==> config.mk <==
export PLATFORM = sky130hd
export DESIGN_NAME = ldtu_pack_fsm_flat
export DESIGN_NICKNAME = d
export VERILOG_FILES = /design/src/rtl/ldtu_pack_fsm_if.sv /design/src/rtl/ldtu_pack_fsm.sv /design/src/flat_wrapper.sv
export SDC_FILE = /design/constraint.sdc
export NUM_CORES = 1
export LEC_CHECK = 0
export BUFFER_PORTS_ARGS = -buffer_cell sky130_fd_sc_hd__buf_2
export CORE_MARGIN = 4
export CORE_UTILIZATION = 35
export DETAILED_ROUTE_END_ITERATION = 16
export HOLD_SLACK_MARGIN = 0.06
export PLACE_DENSITY = 0.55
export SLEW_MARGIN = 20
export SYNTH_ARGS = -nofsm -noshare
export SYNTH_HDL_FRONTEND = slang
export SYNTH_SLANG_ARGS = --single-unit
export TNS_END_PERCENT = 30
==> constraint.sdc <==
create_clock -name CLK -period 3.35 [get_ports CLK]
set_input_delay 0.67 -clock CLK [delete_from_list [all_inputs] [get_ports CLK]]
set_output_delay 0.67 -clock CLK [all_outputs]
set_load 0.005 [all_outputs]
==> src/rtl/ldtu_pack_fsm_if.sv <==
// rtl/ldtu_pack_fsm_if.sv - sample/placement bundle between the LiTe-DTU packer and its user
//
// Purpose : groups the per-sample inputs and the registered placement/fallback
//           outputs of ldtu_pack_fsm.
// Ports   : master - drives sample_valid, baseline_flag, Orbit, fallback, Orbit_FB;
//                    observes placement and fallback outputs.
//           slave  - the packer; consumes inputs, drives out_valid, word_type, slot,
//                    word_end, flush, flush_type, flush_fill, header, fb_strobe,
//                    fb_lane, fb_bc0.
interface ldtu_pack_fsm_if #(
  parameter int CNT_W = 3
);
  logic             sample_valid;
  logic             baseline_flag;
  logic             Orbit;
  logic             fallback;
  logic             Orbit_FB;
  logic             out_valid;
  logic             word_type;
  logic [CNT_W-1:0] slot;
  logic             word_end;
  logic             flush;
  logic             flush_type;
  logic [CNT_W-1:0] flush_fill;
  logic             header;
  logic             fb_strobe;
  logic             fb_lane;
  logic             fb_bc0;

  modport master (
    output sample_valid, baseline_flag, Orbit, fallback, Orbit_FB,
    input  out_valid, word_type, slot, word_end, flush, flush_type, flush_fill,
           header, fb_strobe, fb_lane, fb_bc0
  );

  modport slave (
    input  sample_valid, baseline_flag, Orbit, fallback, Orbit_FB,
    output out_valid, word_type, slot, word_end, flush, flush_type, flush_fill,
           header, fb_strobe, fb_lane, fb_bc0
  );
endinterface

==> src/rtl/ldtu_pack_fsm.sv <==
// rtl/ldtu_pack_fsm.sv - LiTe-DTU sample-packing controller with fallback cadence FSM
//
// Purpose : places each ADC sample into a baseline or signal output word, reports
//           slot, word completion, early word closure and BC0 headers; in fallback
//           mode runs a fixed-period raw-sample cadence with sticky BC0 capture.
// Ports   : CLK   - system clock
//           rst_b - asynchronous active-low reset
//           bus   - ldtu_pack_fsm_if slave modport (inputs and registered outputs)
module ldtu_pack_fsm #(
  parameter int BASE_PER_WORD = 5,
  parameter int SIG_PER_WORD  = 2,
  parameter int CNT_W         = 3,
  parameter int FB_PERIOD     = 2,
  parameter int FB_CNT_W      = 1
) (
  input  logic           CLK,
  input  logic           rst_b,
  ldtu_pack_fsm_if.slave bus
);

  // Word state folds {open, type} into one encoding; EMPTY means no word open.
  typedef enum logic [1:0] {
    W_EMPTY = 2'd0,
    W_BASE  = 2'd1,
    W_SIG   = 2'd2
  } wstate_t;

  localparam logic [CNT_W:0]    BASE_N  = (CNT_W+1)'(BASE_PER_WORD);
  localparam logic [CNT_W:0]    SIG_N   = (CNT_W+1)'(SIG_PER_WORD);
  localparam logic [FB_CNT_W-1:0] FB_LAST = FB_CNT_W'(FB_PERIOD - 1);

  wstate_t             state_q, state_d;
  logic [CNT_W-1:0]    cnt_q, cnt_d;
  logic                orbit_pend_q, orbit_pend_d;

  logic                out_valid_q, out_valid_d;
  logic                word_type_q, word_type_d;
  logic [CNT_W-1:0]    slot_q, slot_d;
  logic                word_end_q, word_end_d;
  logic                flush_q, flush_d;
  logic                flush_type_q, flush_type_d;
  logic [CNT_W-1:0]    flush_fill_q, flush_fill_d;
  logic                header_q, header_d;

  logic [FB_CNT_W-1:0] fb_cnt_q, fb_cnt_d;
  logic                fb_lane_q, fb_lane_d;
  logic                fb_sticky_q, fb_sticky_d;
  logic                fb_strobe_q, fb_strobe_d;
  logic                fb_lane_out_q, fb_lane_out_d;
  logic                fb_bc0_q, fb_bc0_d;

  logic                eo;
  logic                start_word;
  logic                new_sig;
  logic [CNT_W:0]      fill;

  always_ff @(posedge CLK or negedge rst_b) begin
    if (!rst_b) begin
      state_q       <= W_EMPTY;
      cnt_q         <= '0;
      orbit_pend_q  <= 1'b0;
      out_valid_q   <= 1'b0;
      word_type_q   <= 1'b0;
      slot_q        <= '0;
      word_end_q    <= 1'b0;
      flush_q       <= 1'b0;
      flush_type_q  <= 1'b0;
      flush_fill_q  <= '0;
      header_q      <= 1'b0;
      fb_cnt_q      <= '0;
      fb_lane_q     <= 1'b0;
      fb_sticky_q   <= 1'b0;
      fb_strobe_q   <= 1'b0;
      fb_lane_out_q <= 1'b0;
      fb_bc0_q      <= 1'b0;
    end else begin
      state_q       <= state_d;
      cnt_q         <= cnt_d;
      orbit_pend_q  <= orbit_pend_d;
      out_valid_q   <= out_valid_d;
      word_type_q   <= word_type_d;
      slot_q        <= slot_d;
      word_end_q    <= word_end_d;
      flush_q       <= flush_d;
      flush_type_q  <= flush_type_d;
      flush_fill_q  <= flush_fill_d;
      header_q      <= header_d;
      fb_cnt_q      <= fb_cnt_d;
      fb_lane_q     <= fb_lane_d;
      fb_sticky_q   <= fb_sticky_d;
      fb_strobe_q   <= fb_strobe_d;
      fb_lane_out_q <= fb_lane_out_d;
      fb_bc0_q      <= fb_bc0_d;
    end
  end

  // Normal-mode packer: next word state and registered placement outputs.
  always_comb begin
    state_d      = state_q;
    cnt_d        = cnt_q;
    orbit_pend_d = orbit_pend_q;
    out_valid_d  = 1'b0;
    word_type_d  = word_type_q;
    slot_d       = slot_q;
    word_end_d   = 1'b0;
    flush_d      = 1'b0;
    flush_type_d = flush_type_q;
    flush_fill_d = flush_fill_q;
    header_d     = 1'b0;
    eo           = bus.Orbit | orbit_pend_q;
    start_word   = 1'b0;
    new_sig      = 1'b0;
    fill         = '0;

    if (bus.fallback) begin
      // Partial word is dropped silently; packing restarts after fallback exit.
      state_d      = W_EMPTY;
      cnt_d        = '0;
      orbit_pend_d = 1'b0;
    end else if (!bus.sample_valid) begin
      if (bus.Orbit) orbit_pend_d = 1'b1;
    end else begin
      out_valid_d  = 1'b1;
      header_d     = eo;
      orbit_pend_d = 1'b0;

      // An orbit closes any open word; a signal sample closes a baseline word.
      // A baseline sample never closes a signal word.
      if (state_q != W_EMPTY && (eo || (state_q == W_BASE && !bus.baseline_flag))) begin
        flush_d      = 1'b1;
        flush_type_d = (state_q == W_SIG);
        flush_fill_d = cnt_q;
      end

      start_word = (state_q == W_EMPTY) || flush_d;
      if (start_word) begin
        new_sig = ~bus.baseline_flag;
        slot_d  = '0;
        fill    = (CNT_W+1)'(1);
      end else begin
        new_sig = (state_q == W_SIG);
        slot_d  = cnt_q;
        fill    = {1'b0, cnt_q} + (CNT_W+1)'(1);
      end
      word_type_d = new_sig;

      if (fill == (new_sig ? SIG_N : BASE_N)) begin
        word_end_d = 1'b1;
        state_d    = W_EMPTY;
        cnt_d      = '0;
      end else begin
        state_d = new_sig ? W_SIG : W_BASE;
        cnt_d   = fill[CNT_W-1:0];
      end
    end
  end

  // Fallback cadence: free-running period counter, independent of sample_valid.
  always_comb begin
    fb_cnt_d      = fb_cnt_q;
    fb_lane_d     = fb_lane_q;
    fb_sticky_d   = fb_sticky_q;
    fb_strobe_d   = 1'b0;
    fb_lane_out_d = fb_lane_out_q;
    fb_bc0_d      = 1'b0;

    if (!bus.fallback) begin
      fb_cnt_d      = '0;
      fb_lane_d     = 1'b0;
      fb_sticky_d   = 1'b0;
      fb_lane_out_d = 1'b0;
    end else if (fb_cnt_q == FB_LAST) begin
      // Last clock of the period: a BC0 arriving right now still counts.
      fb_cnt_d      = '0;
      fb_strobe_d   = 1'b1;
      fb_bc0_d      = fb_sticky_q | bus.Orbit_FB;
      fb_lane_out_d = fb_lane_q;
      fb_lane_d     = ~fb_lane_q;
      fb_sticky_d   = 1'b0;
    end else begin
      fb_cnt_d    = fb_cnt_q + FB_CNT_W'(1);
      fb_sticky_d = fb_sticky_q | bus.Orbit_FB;
    end
  end

  assign bus.out_valid  = out_valid_q;
  assign bus.word_type  = word_type_q;
  assign bus.slot       = slot_q;
  assign bus.word_end   = word_end_q;
  assign bus.flush      = flush_q;
  assign bus.flush_type = flush_type_q;
  assign bus.flush_fill = flush_fill_q;
  assign bus.header     = header_q;
  assign bus.fb_strobe  = fb_strobe_q;
  assign bus.fb_lane    = fb_lane_out_q;
  assign bus.fb_bc0     = fb_bc0_q;

endmodule
==> src/flat_wrapper.sv <==
// flat-port wrapper written by rule: the top's interface ports become plain ports
module ldtu_pack_fsm_flat 
#(
  parameter int BASE_PER_WORD = 5,
  parameter int SIG_PER_WORD  = 2,
  parameter int CNT_W         = 3,
  parameter int FB_PERIOD     = 2,
  parameter int FB_CNT_W      = 1
)
  (CLK, rst_b, bus_sample_valid, bus_baseline_flag, bus_Orbit, bus_fallback, bus_Orbit_FB, bus_out_valid, bus_word_type, bus_slot, bus_word_end, bus_flush, bus_flush_type, bus_flush_fill, bus_header, bus_fb_strobe, bus_fb_lane, bus_fb_bc0);
  ldtu_pack_fsm_if #(.CNT_W(CNT_W)) bus_i ();
  input  logic CLK;
  input  logic rst_b;
  input wire logic [$bits(bus_i.sample_valid)-1:0] bus_sample_valid;
  input wire logic [$bits(bus_i.baseline_flag)-1:0] bus_baseline_flag;
  input wire logic [$bits(bus_i.Orbit)-1:0] bus_Orbit;
  input wire logic [$bits(bus_i.fallback)-1:0] bus_fallback;
  input wire logic [$bits(bus_i.Orbit_FB)-1:0] bus_Orbit_FB;
  output wire logic [$bits(bus_i.out_valid)-1:0] bus_out_valid;
  output wire logic [$bits(bus_i.word_type)-1:0] bus_word_type;
  output wire logic [$bits(bus_i.slot)-1:0] bus_slot;
  output wire logic [$bits(bus_i.word_end)-1:0] bus_word_end;
  output wire logic [$bits(bus_i.flush)-1:0] bus_flush;
  output wire logic [$bits(bus_i.flush_type)-1:0] bus_flush_type;
  output wire logic [$bits(bus_i.flush_fill)-1:0] bus_flush_fill;
  output wire logic [$bits(bus_i.header)-1:0] bus_header;
  output wire logic [$bits(bus_i.fb_strobe)-1:0] bus_fb_strobe;
  output wire logic [$bits(bus_i.fb_lane)-1:0] bus_fb_lane;
  output wire logic [$bits(bus_i.fb_bc0)-1:0] bus_fb_bc0;
  assign bus_i.sample_valid = bus_sample_valid;
  assign bus_i.baseline_flag = bus_baseline_flag;
  assign bus_i.Orbit = bus_Orbit;
  assign bus_i.fallback = bus_fallback;
  assign bus_i.Orbit_FB = bus_Orbit_FB;
  assign bus_out_valid = bus_i.out_valid;
  assign bus_word_type = bus_i.word_type;
  assign bus_slot = bus_i.slot;
  assign bus_word_end = bus_i.word_end;
  assign bus_flush = bus_i.flush;
  assign bus_flush_type = bus_i.flush_type;
  assign bus_flush_fill = bus_i.flush_fill;
  assign bus_header = bus_i.header;
  assign bus_fb_strobe = bus_i.fb_strobe;
  assign bus_fb_lane = bus_i.fb_lane;
  assign bus_fb_bc0 = bus_i.fb_bc0;
  ldtu_pack_fsm #(.BASE_PER_WORD(BASE_PER_WORD), .SIG_PER_WORD(SIG_PER_WORD), .CNT_W(CNT_W), .FB_PERIOD(FB_PERIOD), .FB_CNT_W(FB_CNT_W)) u_core (.CLK(CLK), .rst_b(rst_b), .bus(bus_i));
endmodule
# Yosys cells after proc, flatten, opt, wreduce, memory -nomap -nowiden
# Cells that the tools add are included.
# totals
reg_bits	24
inputBits	7
out_inout_bits	15
elab_cells	81
# op_classes
addsub	2
eq_ne	4
muxes	42
n_bitwise	5
reduce_logical	11
# op_table
cell	n
$mux W1	30
$mux W3	5
$mux W4	3
$mux W2	4
$add A3 B1 Y4 const B	1
$eq A4 B4 Y1	1
$reduce_bool A2 Y1	2
$not A1 Y1	3
$reduce_and A3 Y1	1
$reduce_bool A3 Y1	1
$eq A2 B1 Y1 const B	1
$eq A2 B2 Y1 const B	1
$logic_and A1 B1 Y1	2
$logic_not A2 Y1	1
$logic_or A1 B1 Y1	2
$ne A2 B1 Y1 const B	1
$or A1 B1 Y1	2
$reduce_and A2 Y1	1
$add A1 B1 Y1 const B	1
$logic_not A1 Y1	1

# Longest topological paths before layout
# Gate-level depths: netlist of run 1.
# logic_depth
ltp_word	16
mapped_depth	5
ltp_nobuf	5

# Worst setup path after synthesis of run 1
# Ideal clock, no wire load.
# synth_path
kind	input -> register
from	in bus_Orbit
to	reg u_core.word_end_q, in the netlist u_core.bus.word_end
arrival_time_ns	1.637
required_ns	3.285
slack_ns	1.648
stages	4
n_path_buf	0
path_cell_list	nor3b_4 > mux2_4 > mux2i_1 > and3_2
# synth_via
elab_chain_len	15
word_cells_on_any_way	18
cone_classes	eq/ne (1); mux (13); bitwise (1); reduce/logical (3)
# synth_rtl
item	line	rtl
start: declaration	flat_wrapper.sv:16	input wire logic [$bits(bus_i.Orbit)-1:0] bus_Orbit;
$or A1 B1 Y1 (*)	ldtu_pack_fsm.sv:110	eo = bus.Orbit | orbit_pend_q;
$logic_or A1 B1 Y1 (*)	ldtu_pack_fsm.sv:129	if (state_q != W_EMPTY && (eo || (state_q == W_BASE && !bus.baseline_flag))) begin
$logic_and A1 B1 Y1 (*)	ldtu_pack_fsm.sv:129	
$mux W1 (*)	ldtu_pack_fsm.sv:129	
$mux W1 (*)	ldtu_pack_fsm.sv:120	end else if (!bus.sample_valid) begin
$mux W1 (*)	ldtu_pack_fsm.sv:115	if (bus.fallback) begin
$logic_or A1 B1 Y1 (*)	ldtu_pack_fsm.sv:135	start_word = (state_q == W_EMPTY) || flush_d;
$mux W1	ldtu_pack_fsm.sv:136	if (start_word) begin
$mux W1	ldtu_pack_fsm.sv:120	
$mux W1	ldtu_pack_fsm.sv:115	
$mux W3	ldtu_pack_fsm.sv:147	if (fill == (new_sig ? SIG_N : BASE_N)) begin
$eq A4 B4 Y1 (*)	ldtu_pack_fsm.sv:147	
$mux W1 (*)	ldtu_pack_fsm.sv:147	
$mux W1 (*)	ldtu_pack_fsm.sv:120	
$mux W1 (*)	ldtu_pack_fsm.sv:115	
net u_core.word_end_d	ldtu_pack_fsm.sv:39	logic word_end_q, word_end_d;
end signal: assignment	ldtu_pack_fsm.sv:83	word_end_q <= word_end_d;
end: declaration	ldtu_pack_fsm.sv:39	
# The timed path passes the listed nets; every way through them passes the cells marked *. The select of a mux whose other input is x is not followed.
# A chain may end at the register's enable or synchronous reset.

# Worst setup path in the final report of run 1
# layout_path
from	in bus_fallback
to	reg u_core.flush_fill_q[1], in the netlist u_core.bus.flush_fill[1]
# layout_via
elab_chain_len	2
# layout_rtl
item	line	rtl
start: declaration	flat_wrapper.sv:17	input wire logic [$bits(bus_i.fallback)-1:0] bus_fallback;
$not A1 Y1 (no line)	--	
$reduce_and A3 Y1 (no line)	--	
end signal: assignment	ldtu_pack_fsm.sv:86	flush_fill_q <= flush_fill_d;
end: declaration	ldtu_pack_fsm.sv:42	logic [CNT_W-1:0] flush_fill_q, flush_fill_d;
# Every way passes these cells.

==> results of run 1 <==
## worst min path at each step
stage                                  start            endpoint  depth (start not counted)  slack, ns
final                                  rst_b   u_core.state_q[1]                          1       0.32
after global routing                   rst_b   u_core.state_q[1]                          1       0.36
after CTS                              rst_b   u_core.bus.header                          1       0.33
after detailed placement  u_core.bus.slot[2]  u_core.bus.slot[2]                          2       0.48
after global placement    u_core.bus.slot[0]  u_core.bus.slot[0]                          2       0.46
after floorplan                        rst_b   u_core.bus.fb_bc0                          0       0.37
## power groups by stage
stage | clock [mW] | combinational (mW) | sequential, mW
floorplan | 0 | 0.0400 | 0.329
global placement | 0 | 0.0724 | 0.329
detailed placement | 0 | 0.0725 | 0.330
CTS | 0.126 | 0.0730 | 0.324
global route | 0.137 | 0.0815 | 0.327
finish | 0.120 | 0.0709 | 0.323
## layout make-up
type	instances	area (sq um)	area share, %
inverters	1	3.75	0.310
well taps	31	38.8	3.20
clock buffers	3	22.5	1.86
repair buffers	21	105	8.67
flip-flops and latches	24	601	49.5
multi-input cells	66	442	36.4
## logic make-up (layout without fill, tap and decap cells)
family                   after synthesis  after routing  share of synthesized area [%]
AO/OA/AOI/OAI                         22             22                           13.1
buffers and inverters                  3             25                           1.54
AND/OR/NAND/NOR                       35             35                           19.2
flip-flops                            24             24                           56.7
XOR/XNOR                               1              1                          0.828
multiplexers                           7              7                           7.45
adder cells (fa/ha/maj)                1              1                           1.18
## critical path: stages
cell and delay [ns]:
buf_2 0.22, nand2b_2 0.24, clkinv_1 0.24, o211a_1 0.26, mux2_2 0.28
## flip-flops by register name (all words and copies together) (netlist names)
signal	flops
u_core.fb_cnt_q	1
u_core.state_q	2
u_core.bus.fb_lane	1
u_core.fb_sticky_q	1
u_core.bus.fb_bc0	1
u_core.bus.fb_strobe	1
u_core.fb_lane_q	1
u_core.cnt_q	3
u_core.bus.slot	3
u_core.bus.flush	1
u_core.bus.header	1
u_core.orbit_pend_q	1
u_core.bus.out_valid	1
u_core.bus.flush_type	1
u_core.bus.word_end	1
u_core.bus.flush_fill	3
u_core.bus.word_type	1
## cell usage after synthesis, types with 2 or more instances
cell type	instances
a21oi_1	6
and2_1	3
dfrtp_1	24
mux2_2	3
mux2i_1	3
nand2_1	8
nand2b_1	4
nor2_1	6
nor2b_1	6
nor3_1	2
o211ai_1	3
o21ai_0	9
## layout by cell type (no fill, tap or decap), drive strengths merged
cell,count
xor2,1
clkbuf,3
mux2i,3
nor3,2
and2,3
nand2,8
dfrtp,24
or2b,1
o211ai,3
clkinv,1
o32ai,1
nand2b,5
mux2,4
and3,1
a31oi,1
buf,21
o21ai,9
a21oi,6
nor2b,6
nor2,6
o211a,1
nor3b,2
and3b,1
ha,1
o2111ai,1
## metal layers
layer / track usage, % / vias to the layer above / part of all wire (%)
met5: 0 / - / 0
met4: 4.13 / 0 / 1.1
met3: 2.70 / 2 / 4.5
met2: 17.0 / 15 / 46
met1: 13.9 / 369 / 48
li1: - / 375 / -
==> run metrics, run 1 <==
clock skew=0.000802 ns; Synth Net Count=101; CTS H-tree lvls=1; Clock Path Buffers=2; DR iter-0 viols=31; overall power=around 0.51 mW; non-filler instance count after layout=146; Psw=roughly 0.13 mW; Root Buffer Master=clkbuf_4; area post-placement=approximately 1200 sq um; drt drc=0; number of synthesized flops with an enable pin=0; wire length per cell=between 10 and 15 um; Leakage=just under 0.6 nW; final instance area=between 1000 and 1500 sq um; Max Fanout on Critical Path=13; CTS clock-pin slew for the worst setup and hold paths=between 0.1 and 0.15 ns; Max Cap Viol=0; ys async rst share=100%; switching part of the total=25.2%; Top Ports=22; initial core utilization=around 37%; RSZ-0062 raised after global routing=false; worst r2r path cells=5; CTS Sinks=24; Die X=between 60 and 70 um; remaining antenna violation count=0; HPWL Detailed=about 1500 um; crit path capture=u_core.bus.flush_fill[1]; fraction of final layout cells sized beyond drive strength 1=roughly 28%; Area growth syn-to-layout=14.5%; power per cell area=~420 nW/um^2; Yosys top cell area share=a little under three fifths; worst hold path type=in2async; Post-Syn Area=around 1100 sq um; sequential cell area fraction in the yosys report=about 57%; num rows=19; DP Cell Count=around 140; IO Port Bufs=21; clk_lat worst skew=approximately 0.30 ns; sequential power share=approximately 63%; post-synthesis sequential element count=24; Mapped Cells=93; Comb power frac=approximately 14%; Hold Slack=0.322 ns; largest net degree at the start of global routing=25; post-CTS setup buffer count=0; CTS tree=built; leading area contributor after synthesis=dfrtp_1; Max-slew headroom=between 60% and 70%; Util after Layout=a little over two fifths; Most used DFF post-synth=dfrtp_1; setup TNS=0 ns; Crit Path Class=in2reg; ranking of synthesized cells by area=dfrtp_1, o21ai_0, nor2b_1; Total GRT Usage=between 10% and 20%; Worst-Margin Slew=between 0.5 and 0.6 ns; die area=3970 sq um; Finish-stage setup viols=0; crit start category=primary input; GRT Residual Overflow=0; Core Region=2830 sq um; antenna violations before repair=0; clock buffer count from CTS=3; Data arrival, critical path=around 1.9 ns; Resized Gates After CTS=0; Hold-fix buffers, CTS=0; worst r2r src=u_core.cnt_q[0]; CP required=roughly 3.6 ns; share of the clock period used by the worst path=just over 50%; Worst Setup SP=bus_fallback; pre-CTS setup slack=between 1 and 1.5 ns; syn avg cell area=approximately 11 sq um; vias in the first global route=approximately 730; first-pass GRT wire length=3420 um; status=completed; Worst VDD drop=roughly 0.00017 V; synth warn=0; post-synthesis cell type count=28; via count=~760; Final Max Tran Viols=0; end of the worst register-to-register path=u_core.cnt_q[2]; Pre-Repair DR Iteration Count=4; GPL Wtd Cong=a little over 0.7; diode count=0; fin worst setup slack=roughly 1.6 ns; Max Freq=between 500 and 600 MHz; minimum clock period=around 1.7 ns; clock share of power=between 20% and 30%; Critical Path Sink Type=flip-flop; Final Hold Vio Count=0; Via density=between 5 and 6; fill count=between 200 and 300; Internal=~0.38 mW; Post-Route WL=between 1500 and 2000 um; flop2flop setup slack=1.66 ns; Nets=125; Die Ht=63.0 um
(Power assumes the default switching activity.)
==> run 2, diff against run 1 <==
- PLACE_DENSITY: 0.55 -> 0.57
- clock period: 3.35 -> 1.45 ns (I/O delays scaled with it)
==> run 2 against run 1 <==
  * The flow now finishes with violations (setup timing)
  * Cell area grew 13%
  * Power grew 140%
  * Via count grew 7.8%
  * Clock power grew 140%
  * Worst hold slack lost 0.10 ns
  * Utilization grew 5.6 points
  * Sequential power grew 130%
  * Sequential share of layout area shrank 5.7 points
  * First-iteration DRC count shrank 32%
  * Setup slack lost 1.7 ns
  * Sequential cell count is the same
  * Cell count grew 12%
==> run metrics, run 2 (same netlist as run 1, synthesis figures left out) <==
status=finished with violations (was completed); failing checks=setup timing; Total GRT Usage=12.4% (was 10.7%); Worst-Margin Slew=0.523 ns (was 0.524 ns); diode count=0 (unchanged); Top Ports=22 (unchanged); Final Max Tran Viols=0 (unchanged); Worst path slowest cell=dfrtp_1 (was mux2_2); die area=3970 sq um (unchanged); Finish-stage setup viols=3 (was 0); flop2flop setup slack=-0.1 ns (was 1.66 ns); Internal=0.928 mW (was 0.385 mW); power per cell area=916 nW/um^2 (was 424 nW/um^2); fill count=266 (was 286); Clock Path Buffers=2 (unchanged); clock buffer count from CTS=3 (unchanged); Die X=63.0 um (unchanged); pre-CTS setup slack=-0.0988 ns (was 1.31 ns); Worst VDD drop=0.000350 V (was 0.000173 V); setup TNS=-0.212 ns (was 0 ns); Psw=0.328 mW (was 0.129 mW); clk_lat worst skew=0.32 ns (was 0.30 ns); Root Buffer Master=clkbuf_4 (unchanged); Via density=5.03 (was 5.21); Core Region=2830 sq um (unchanged); CTS Sinks=24 (unchanged); HPWL Detailed=1670 um (was 1480 um); Leakage=0.675 nW (was 0.594 nW); CTS clock-pin slew for the worst setup and hold paths=0.12 ns (about the same); Area growth syn-to-layout=29.6% (was 14.5%); num rows=19 (unchanged); clock skew=0.00211 ns (was 0.000802 ns); Max-slew headroom=65.2% (was 65.1%); drt drc=0 (unchanged); antenna violations before repair=0 (unchanged); CP max stage delay=0.44 ns (was 0.28 ns); area post-placement=1300 sq um (was 1190 sq um); final instance area=1370 sq um (was 1210 sq um); CP required=1.67 ns (was 3.55 ns); remaining antenna violation count=0 (unchanged); switching part of the total=26.1% (was 25.2%); Critical Path Sink Type=flip-flop (unchanged); Die Ht=63.0 um (unchanged); vias in the first global route=833 (was 731); initial core utilization=37.4% (unchanged); Crit Path Class=reg2reg (was in2reg); Buf/Inv on CP=1 (was 2); fraction of final layout cells sized beyond drive strength 1=38.6% (was 27.8%); CP top delay family=flip-flops (was buffers and inverters); IO Port Bufs=21 (unchanged); first-pass GRT wire length=3880 um (was 3420 um); fin worst setup slack=-0.0987 ns (was 1.65 ns); Util after Layout=48.5% (was 42.9%); clock share of power=23.1% (was 23.3%); Comb power frac=17.7% (was 13.8%); RSZ-0062 raised after global routing=true (was false); commonest non-fill, non-tap cells in the layout=dfrtp_1, buf_2, buf_4 (was dfrtp_1, buf_2, o21ai_0); CTS H-tree lvls=1 (unchanged); Nets=142 (was 125); GRT Residual Overflow=0 (unchanged); share of the clock period used by the worst path=107%; CTS tree=built (unchanged); GPL Wtd Cong=0.832 (was 0.723); crit start category=flip-flop (was primary input); DR iter-0 viols=21 (was 31); leading cell type in the layout, fill and taps excluded=dfrtp_1 (unchanged); Max Cap Viol=0 (unchanged); Max Freq=~650 MHz; CP Cell Sequence=ha_4 -> and3b_1 -> o211ai_1 -> buf_4 -> mux2i_4 -> and3_2 (was buf_2 -> nand2b_2 -> clkinv_1 -> o211a_1 -> mux2_2); via count=820 (was 761); Pre-Repair DR Iteration Count=4 (unchanged); wire length per cell=13.7 um (was 13.3 um); sequential power share=59.2% (was 62.9%); Max Fanout on Critical Path=4 (was 13); largest net degree at the start of global routing=25 (unchanged); worst hold path type=in2reg (was in2async); Data arrival, critical path=1.77 ns (was 1.91 ns); Final Hold Vio Count=0 (unchanged); minimum clock period=approximately 1.5 ns; Post-Route WL=2230 um (was 1950 um)
## run 2: metrics by stage
| stage | total power [mW] | cells | hold slack [ns] |
|---|---|---|---|
| 3_5_place_dp | 0.963 | 157 | 0.298 |
| 2_1_floorplan | 0.852 | 93 | -0.00559 |
| 5_1_grt | 1.32 | 163 | 0.222 |
| 4_1_cts | 1.25 | 162 | 0.220 |
| 3_3_place_gp | 0.957 | 157 | 0.294 |
| 6_report | 1.26 | 163 | 0.219 |
## run 2: final timing paths
kind | startpoint | to | cells after the start
worst min register to register | u_core.bus.word_type | u_core.bus.word_type | 2
worst min-delay path | bus_Orbit_FB | u_core.fb_sticky_q | 3
max in group asynchronous | rst_b | u_core.bus.flush | 2
worst max register to register | u_core.cnt_q[0] | u_core.bus.word_end | 6
min in group asynchronous | rst_b | u_core.bus.fb_bc0 | 2
worst max-delay path | u_core.cnt_q[0] | u_core.bus.word_end | 6
## run 2: layer usage
| metal | vias up | part of all wire [%] | track usage [%] |
|---|---|---|---|
| met3 | 5 | 3.5 | 2.52 |
| li1 | 403 | - | - |
| met2 | 16 | 50 | 19.9 |
| met5 | - | 0 | 0 |
| met1 | 396 | 44 | 15.7 |
| met4 | 0 | 2.7 | 6.61 |
## run 2: layout make-up
type | count | area (sq um) | area share (%)
well taps | 31 | 38.8 | 2.83
flip-flops and latches | 24 | 601 | 43.8
repair buffers | 38 | 235 | 17.2
inverters | 1 | 3.75 | 0.274
clock buffers | 3 | 22.5 | 1.64
multi-input cells | 66 | 470 | 34.3
## run 2: tightest hold or removal path, stage by stage
cell	delay [ns]
buf_2	0.08
nor2_1	0.05
nor2b_1	0.09
## run 2: power groups by stage
stage	logic (mW)	clock network (mW)	registers [mW]
final	0.223	0.290	0.743
after global routing	0.248	0.321	0.752
after CTS	0.214	0.295	0.743
after detailed placement	0.207	0	0.756
after global placement	0.205	0	0.752
after floorplan	0.0928	0	0.760
## run 2: what timing repair did
item / CTS / global route
gates cloned: 0 / 0
endpoints found under the hold margin: 24 / 0
gates resized for setup: 2 / 5
pin swaps: 3 / 3
hold buffers: 1 / 0
endpoints found under the setup margin: 5 / 9
setup buffers: 1 / 1
